**src/rtl/cbx_ccff_loader.sv**
```systemverilog
// cbx_ccff_loader: serial loader for one connection block's configuration chain.
// Words from the bitstream are shifted LSB-first into the chain head. The bits
// leaving the chain tail are collected into readback words, so the previous
// configuration can be checked. A readback word that has not been taken stalls
// further shifting.
module cbx_ccff_loader #(
   parameter int CHAIN_LEN = 36,
   parameter int WORD_W    = 8,
   parameter int CNT_W     = 6
) (
   input  logic              prog_clk,
   input  logic              prog_rst_n,
   input  logic              start,
   input  logic              abort,
   input  logic [WORD_W-1:0] bs_data,
   input  logic              bs_valid,
   output logic              bs_ready,
   output logic              ccff_head,
   input  logic              ccff_tail,
   output logic              shift_en,
   output logic [WORD_W-1:0] rb_data,
   output logic              rb_valid,
   input  logic              rb_ready,
   output logic              busy,
   output logic              cfg_done
);

   localparam int WB_W = (WORD_W > 1) ? $clog2(WORD_W) : 1;

   typedef enum logic [1:0] {
      S_IDLE  = 2'd0,
      S_LOAD  = 2'd1,
      S_SHIFT = 2'd2,
      S_DONE  = 2'd3
   } state_t;

   state_t            state;
   state_t            state_nxt;
   logic [CNT_W-1:0]  bit_cnt;
   logic [WB_W-1:0]   word_bit;
   logic [WORD_W-1:0] word_sr;
   logic [WORD_W-1:0] rb_sr;
   logic [WORD_W-1:0] rb_next;
   logic              accept;
   logic              last_bit;
   logic              word_end;
   logic              do_start;

   // Decode helper conditions and the readback word including the bit sampled this edge.
   always_comb begin
      accept   = bs_ready && bs_valid;
      last_bit = (bit_cnt == CNT_W'(CHAIN_LEN - 1));
      word_end = (word_bit == WB_W'(WORD_W - 1));
      do_start = start && ((state == S_IDLE) || (state == S_DONE));
      rb_next  = rb_sr;
      // The tail bit is sampled before the chain shifts on the same edge.
      rb_next[word_bit] = ccff_tail;
   end

   // State register.
   always_ff @(posedge prog_clk or negedge prog_rst_n) begin
      if (!prog_rst_n) begin
         state <= S_IDLE;
      end else begin
         // NOTE: sequential state is updated with non-blocking assignments, so every
         // process triggered by this edge sees the pre-edge values.
         state <= state_nxt;
      end
   end

   // Next-state decode and state-derived outputs.
   always_comb begin
      // NOTE: every output gets a default before the case; a path that leaves one
      // unassigned would infer a latch.
      state_nxt = state;
      bs_ready  = 1'b0;
      shift_en  = 1'b0;
      ccff_head = 1'b0;
      busy      = 1'b0;
      cfg_done  = 1'b0;
      case (state)
         S_IDLE: begin
            if (start) state_nxt = S_LOAD;
         end
         S_LOAD: begin
            bs_ready = 1'b1;
            busy     = 1'b1;
            if (bs_valid) state_nxt = S_SHIFT;
         end
         S_SHIFT: begin
            busy      = 1'b1;
            ccff_head = word_sr[0];
            // An untaken readback word freezes the chain; nothing may be lost.
            shift_en  = !rb_valid;
            if (!rb_valid && (word_end || last_bit)) begin
               state_nxt = last_bit ? S_DONE : S_LOAD;
            end
         end
         S_DONE: begin
            // Completion is reported only after the final readback word has been taken.
            cfg_done = !rb_valid;
            if (start) state_nxt = S_LOAD;
         end
         default: state_nxt = S_IDLE;
      endcase
      // Abort overrides everything, including a simultaneous start.
      if (abort) state_nxt = S_IDLE;
   end

   // Datapath: word and readback shift registers, counters, readback handshake.
   always_ff @(posedge prog_clk or negedge prog_rst_n) begin
      if (!prog_rst_n) begin
         // NOTE: all datapath registers are small flops rather than a memory, so they
         // are cleared by the asynchronous reset along with the state.
         bit_cnt  <= '0;
         word_bit <= '0;
         word_sr  <= '0;
         rb_sr    <= '0;
         rb_data  <= '0;
         rb_valid <= 1'b0;
      end else if (abort) begin
         rb_valid <= 1'b0;
      end else begin
         if (rb_valid && rb_ready) rb_valid <= 1'b0;
         if (do_start) bit_cnt <= '0;
         if (accept) begin
            word_sr  <= bs_data;
            word_bit <= '0;
            rb_sr    <= '0;
         end
         if (shift_en) begin
            word_sr  <= word_sr >> 1;
            rb_sr    <= rb_next;
            word_bit <= word_bit + WB_W'(1);
            bit_cnt  <= bit_cnt + CNT_W'(1);
            // Setting here overrides the release above, so a handshake and a new
            // word on the same edge leave no bubble.
            if (word_end || last_bit) begin
               rb_data  <= rb_next;
               rb_valid <= 1'b1;
            end
         end
      end
   end

endmodule

```
**config.mk**
```make
export PLATFORM = sky130hd
export DESIGN_NAME = cbx_ccff_loader
export DESIGN_NICKNAME = d
export VERILOG_FILES = /design/src/rtl/cbx_ccff_loader.sv
export SDC_FILE = /design/constraint.sdc
export NUM_CORES = 1
export LEC_CHECK = 0
export BUFFER_PORTS_ARGS = -buffer_cell sky130_fd_sc_hd__buf_4
export CAP_MARGIN = 25
export CORE_MARGIN = 5
export CORE_UTILIZATION = 55
export DETAILED_ROUTE_END_ITERATION = 16
export PLACE_DENSITY = 0.86
export SLEW_MARGIN = 20
export SYNTH_ARGS = -nofsm -noshare
export SYNTH_HDL_FRONTEND = slang
export SYNTH_SLANG_ARGS = --single-unit
```
**constraint.sdc**
```tcl
create_clock -name prog_clk -period 4.66 [get_ports prog_clk]
set_input_delay 0.932 -clock prog_clk [delete_from_list [all_inputs] [get_ports prog_clk]]
set_output_delay 0.932 -clock prog_clk [all_outputs]
set_load 0.02 [all_outputs]
```
# Word-level counts from Yosys, hierarchy flattened
# Cells that the tools add are included.
[word_totals] out_inout_bits=14 ff_bits=36 elab_cells=63 inputBits=15
[classes] n_bitwise=1 n_reduce_logical=17 n_eq_ne=8 n_addsub=2 order_cmp=2 n_mux=26
[op_table] operator="2-to-1 mux 8 bit" n=4
[op_table] operator="2-to-1 mux 6 bit" n=2
[op_table] operator="2-to-1 mux 1 bit" n=10
[op_table] operator="2-to-1 mux 2 bit" n=5
[op_table] operator="bitwise mux 8 bit" n=1
[op_table] operator="adder 6 x 1 -> 6 bit (second input constant)" n=1
[op_table] operator="== test 6 bit (second input constant)" n=1
[op_table] operator="2-to-1 mux 3 bit" n=2
[op_table] operator="!= test 3 bit (second input constant)" n=2
[op_table] operator="one-hot mux 2 bit (3 select lines)" n=1
[op_table] operator="AND reduction 3 bit" n=2
[op_table] operator="logical AND 1 bit" n=5
[op_table] operator="== test 2 bit (second input constant)" n=2
[op_table] operator="< comparator 3 x 4 -> 1 bit (second input constant)" n=1
[op_table] operator="AND reduction 2 bit" n=2
[op_table] operator="nonzero test 2 bit" n=2
[op_table] operator="OR reduction 2 bit" n=2
[op_table] operator="adder 3 x 1 -> 3 bit (second input constant)" n=1
[op_table] operator="demux 1 bit (select 3 bit)" n=1
[op_table] operator="== test 3 bit (second input constant)" n=1
[op_table] operator=">= comparator 3 x 1 -> 1 bit (second input constant)" n=1
[op_table] operator="!= test 3 x 1 -> 1 bit (second input constant)" n=1
[op_table] operator="== test 2 x 1 -> 1 bit (second input constant)" n=1
[op_table] operator="logical NOT 2 bit" n=1
[op_table] operator="3 further kinds" n=4

# Logic depth before layout (Yosys ltp)
[logic_depth] word_depth=6 mapped_depth=8

# Worst setup path before layout
# Ideal clock, no wire load.
[synth_path] path_type="flip-flop to output port" startpoint="register state[0]" endpoint="output port shift_en" path_stages_with_launch=6 required_ns=3.728 t_arrival_ns=1.134 path_slack_ns=2.594 n_path_buf=1 cell_sequence="dfrtp_1 inv_1 ha_1 nand2b_1 inv_2 buf_2"
[synth_between] elab_chain_cells=2
[synth_lines] item="start: declaration" line="37" rtl="state_t state;"
[synth_lines] item="start signal: assignment" line="67" rtl="state <= state_nxt;"
[synth_lines] item="== test 2 bit" line="81" rtl="case (state)"
[synth_lines] item="2-to-1 mux 1 bit" line="81"
[synth_lines] item="end: declaration" line="20" rtl="output logic shift_en,"
# Every way passes these cells.

# Worst setup path after layout
# Ends and elaborated chain as after synthesis.

==> impl_metrics.env <==
export IMPL_routabilityCongestion=0.828
export IMPL_clockRootBuffer="clkbuf_4"
export IMPL_diodes=0
export IMPL_port_buffers=28
export IMPL_dp_slack_ns=2.41
export IMPL_critPathMaxFanout=12
export IMPL_cts_tree="built"
export IMPL_vdd_ir_drop_max_v=0.000236
export IMPL_placed_cells=232
export IMPL_postSynthCellCount=169
export IMPL_synth_edf_count=0
export IMPL_layout_common_cells="dfrtp_1 (36), buf_4 (28), nand2_1 (19), o21ai_1 (11), mux2_1 (11)"
export IMPL_layout_cell_area_non_filler_um2=2090
export IMPL_critPathKind="reg2out"
export IMPL_drt_total_wl_um=3600
export IMPL_postCtsSetupRepairBufs=0
export IMPL_cts_htree_levels=2
export IMPL_fin_crit_sh_pct=55.9
export IMPL_cp_arrival_ns=1.67
export IMPL_chipHeight_um=67.4
export IMPL_route_detailed_wl_per_inst_um=15.0
export IMPL_synth_area_leaders="dfrtp_1 (50%), mux2_1 (6.8%), mux2i_1 (5.5%)"
export IMPL_detail_route_first_pass_iterations=4
export IMPL_post_placement_cell_area_um2=2040
export IMPL_layout_nets=216
export IMPL_route_detailed_drc=0
export IMPL_clock_skew_ns=0.00688
export IMPL_finalHoldViolations=0
export IMPL_mappedNetlistNets=190
export IMPL_outcome="finished clean"
export IMPL_core_area_um2=3100
export IMPL_tritoncts_num_sinks=36
export IMPL_synth_main_ff_cell="dfrtp_1"
export IMPL_cp_slowest_cell="dfrtp_1"
export IMPL_ant_nets=0
export IMPL_floorplan_die_area_um2=4550
export IMPL_dr_total_vias=1338
export IMPL_final_setup_tns_ns=0
export IMPL_worstHoldPathType="reg2reg"
export IMPL_worst_slew_pin_slew_ns=0.750
export IMPL_floorplan_io_pins=29
export IMPL_synth_sequential_area_ratio_pct=49.7
export IMPL_filler_cell_count=263
export IMPL_timing_critical_path_cells="inv_1 -> ha_1 -> nand2b_1 -> inv_2 -> buf_4"
export IMPL_grt_setup_unrepaired="no"
export IMPL_synth_seq_cells=36
export IMPL_insertion_delay_ns=0.35
export IMPL_timing_final_max_slew_violations=0
export IMPL_setup_viol_count_final=0
export IMPL_final_non_filler_cell_total=239
export IMPL_yosys_top_cell_area_share_pct=49.7
export IMPL_synthesis_yosys_warnings=0
export IMPL_max_freq_ghz=0.384
export IMPL_cts_buffers_inserted=5
export IMPL_grt_overflow_total=0
export IMPL_post_route_util_pct=67.2
export IMPL_grt_start_max_net_pins=37
export IMPL_critical_path_endpoint_type="output port"
export IMPL_cts_hold_buf=0
export IMPL_path_clk_slew_ns=0.09
export IMPL_synth_avg_cell_area_um2=10.7
export IMPL_cts_max_path_buffers=2
export IMPL_finalWorstPathRequiredPeriod_ns=2.61
export IMPL_post_synth_num_cell_types=35
export IMPL_slew_headroom_pct=50.0
export IMPL_maxCapViolCount=0
export IMPL_area_growth_synth_to_final_pct=15.0
export IMPL_yosys_area_top_type="dfrtp_1"
export IMPL_chipWidth_um=67.4
export IMPL_vias_per_cell=5.60
export IMPL_grt_antenna_before_repair=0
export IMPL_static_leakage_power_nw=1.02
export IMPL_synthesis_area_um2=1810
export IMPL_first_global_vias=1380
export IMPL_most_common_cell_after_layout_fill_and_taps_aside="dfrtp_1"
export IMPL_drt_first_iter_violations=110
export IMPL_rows=20
export IMPL_setup_ws_ns=2.05
export IMPL_floorplan_initialDensity_pct=58.5
export IMPL_post_route_cells_drive_above_1_share_pct=21.0
export IMPL_hpwl_after_detailed_placement_um=2670
export IMPL_grt_first_pass_wirelength_um=6290
export IMPL_synth_async_reset_ratio_pct=100
export IMPL_worstPathRequired_ns=3.73
export IMPL_critical_path_max_stage_delay_ns=0.41
export IMPL_grt_util_all_layers_pct=19.0
export IMPL_cts_resized=0
export IMPL_powerDensity_nw_per_um2=425
export IMPL_crit_path_start_kind="register"
-- cell type report --
cell class | instances | area (um^2) | share of cell area (%)
sequential | 36 | 901 | 43.2
multi-input combinational | 117 | 847 | 40.6
timing repair buffer | 28 | 210 | 10.1
tap | 44 | 55.1 | 2.64
clock buffer | 6 | 41.3 | 1.98
inverter | 7 | 26.3 | 1.26
clock inverter | 1 | 5.00 | 0.240
-- power breakdown --
part / internal [mW] / switching (mW) / total (mW)
combinational: 0.132 / 0.169 / 0.302
sequential: 0.375 / 0.0572 / 0.433
clock: 0.0555 / 0.0974 / 0.153
-- worst paths after layout --
check                           start           to  slack [ns]  depth (start not counted)
max                          state[0]     shift_en        2.05                          5
min                        word_sr[7]   word_sr[7]        0.50                          2
max reg2reg                  state[0]   rb_data[5]        2.51                          7
min reg2reg                word_sr[7]   word_sr[7]        0.50                          2
max in group asynchronous  prog_rst_n  word_bit[2]        3.83                          1
min in group asynchronous  prog_rst_n   word_sr[2]        0.53                          1
-- worst max-delay path, delay by kind of cell (launching register included) --
kind,cells,cell delay [ns]
buf+inv,3,0.51
flops,1,0.41
fa+ha+maj,1,0.27
simple gates,1,0.13
-- layer usage --
metal | part of all wire (%) | vias up | GRT usage, %
li1 | - | 651 | -
met1 | 42 | 648 | 22.4
met2 | 50 | 33 | 32.0
met3 | 5.7 | 6 | 5.66
met4 | 1.8 | 0 | 8.35
met5 | 0 | - | 0
-- synth_stat cells (2+ instances only) --
cell      number
a21o_1         3
nor3b_1        2
or3_1          2
a22o_1        10
o21ai_0        4
inv_1          6
nand3b_1       2
buf_2          5
nand3_1        2
mux2i_1       10
dfrtp_1       36
mux2_1        11
nand2_1       19
nor2_1        10
mux2_2         3
o21ai_1       11
nor2b_1        2
o31ai_1        4
clkbuf_1       4
ha_1           6
nand2b_1       3
-- through the flow --
stage | total power [mW] | hold slack, ns
finish | 0.887 | 0.497
global route | 0.959 | 0.528
CTS | 0.897 | 0.500
detailed placement | 0.742 | 0.478
global placement | 0.719 | 0.468
floorplan | 0.658 | 0.448
-- flip-flops by register name, indices dropped and copies added (netlist names) --
register  flops
rb_data       8
rb_sr         8
word_sr       8
bit_cnt       6
word_bit      3
state         2
rb_valid      1
-- cells by family after synthesis --
kind of cell	share of synthesized area, %
simple gates	13.6
flops	49.7
compound gates	14.8
mux	14.2
fa+ha+maj	4.14
buf+inv	3.65
Power figures use the tool's default switching activity.
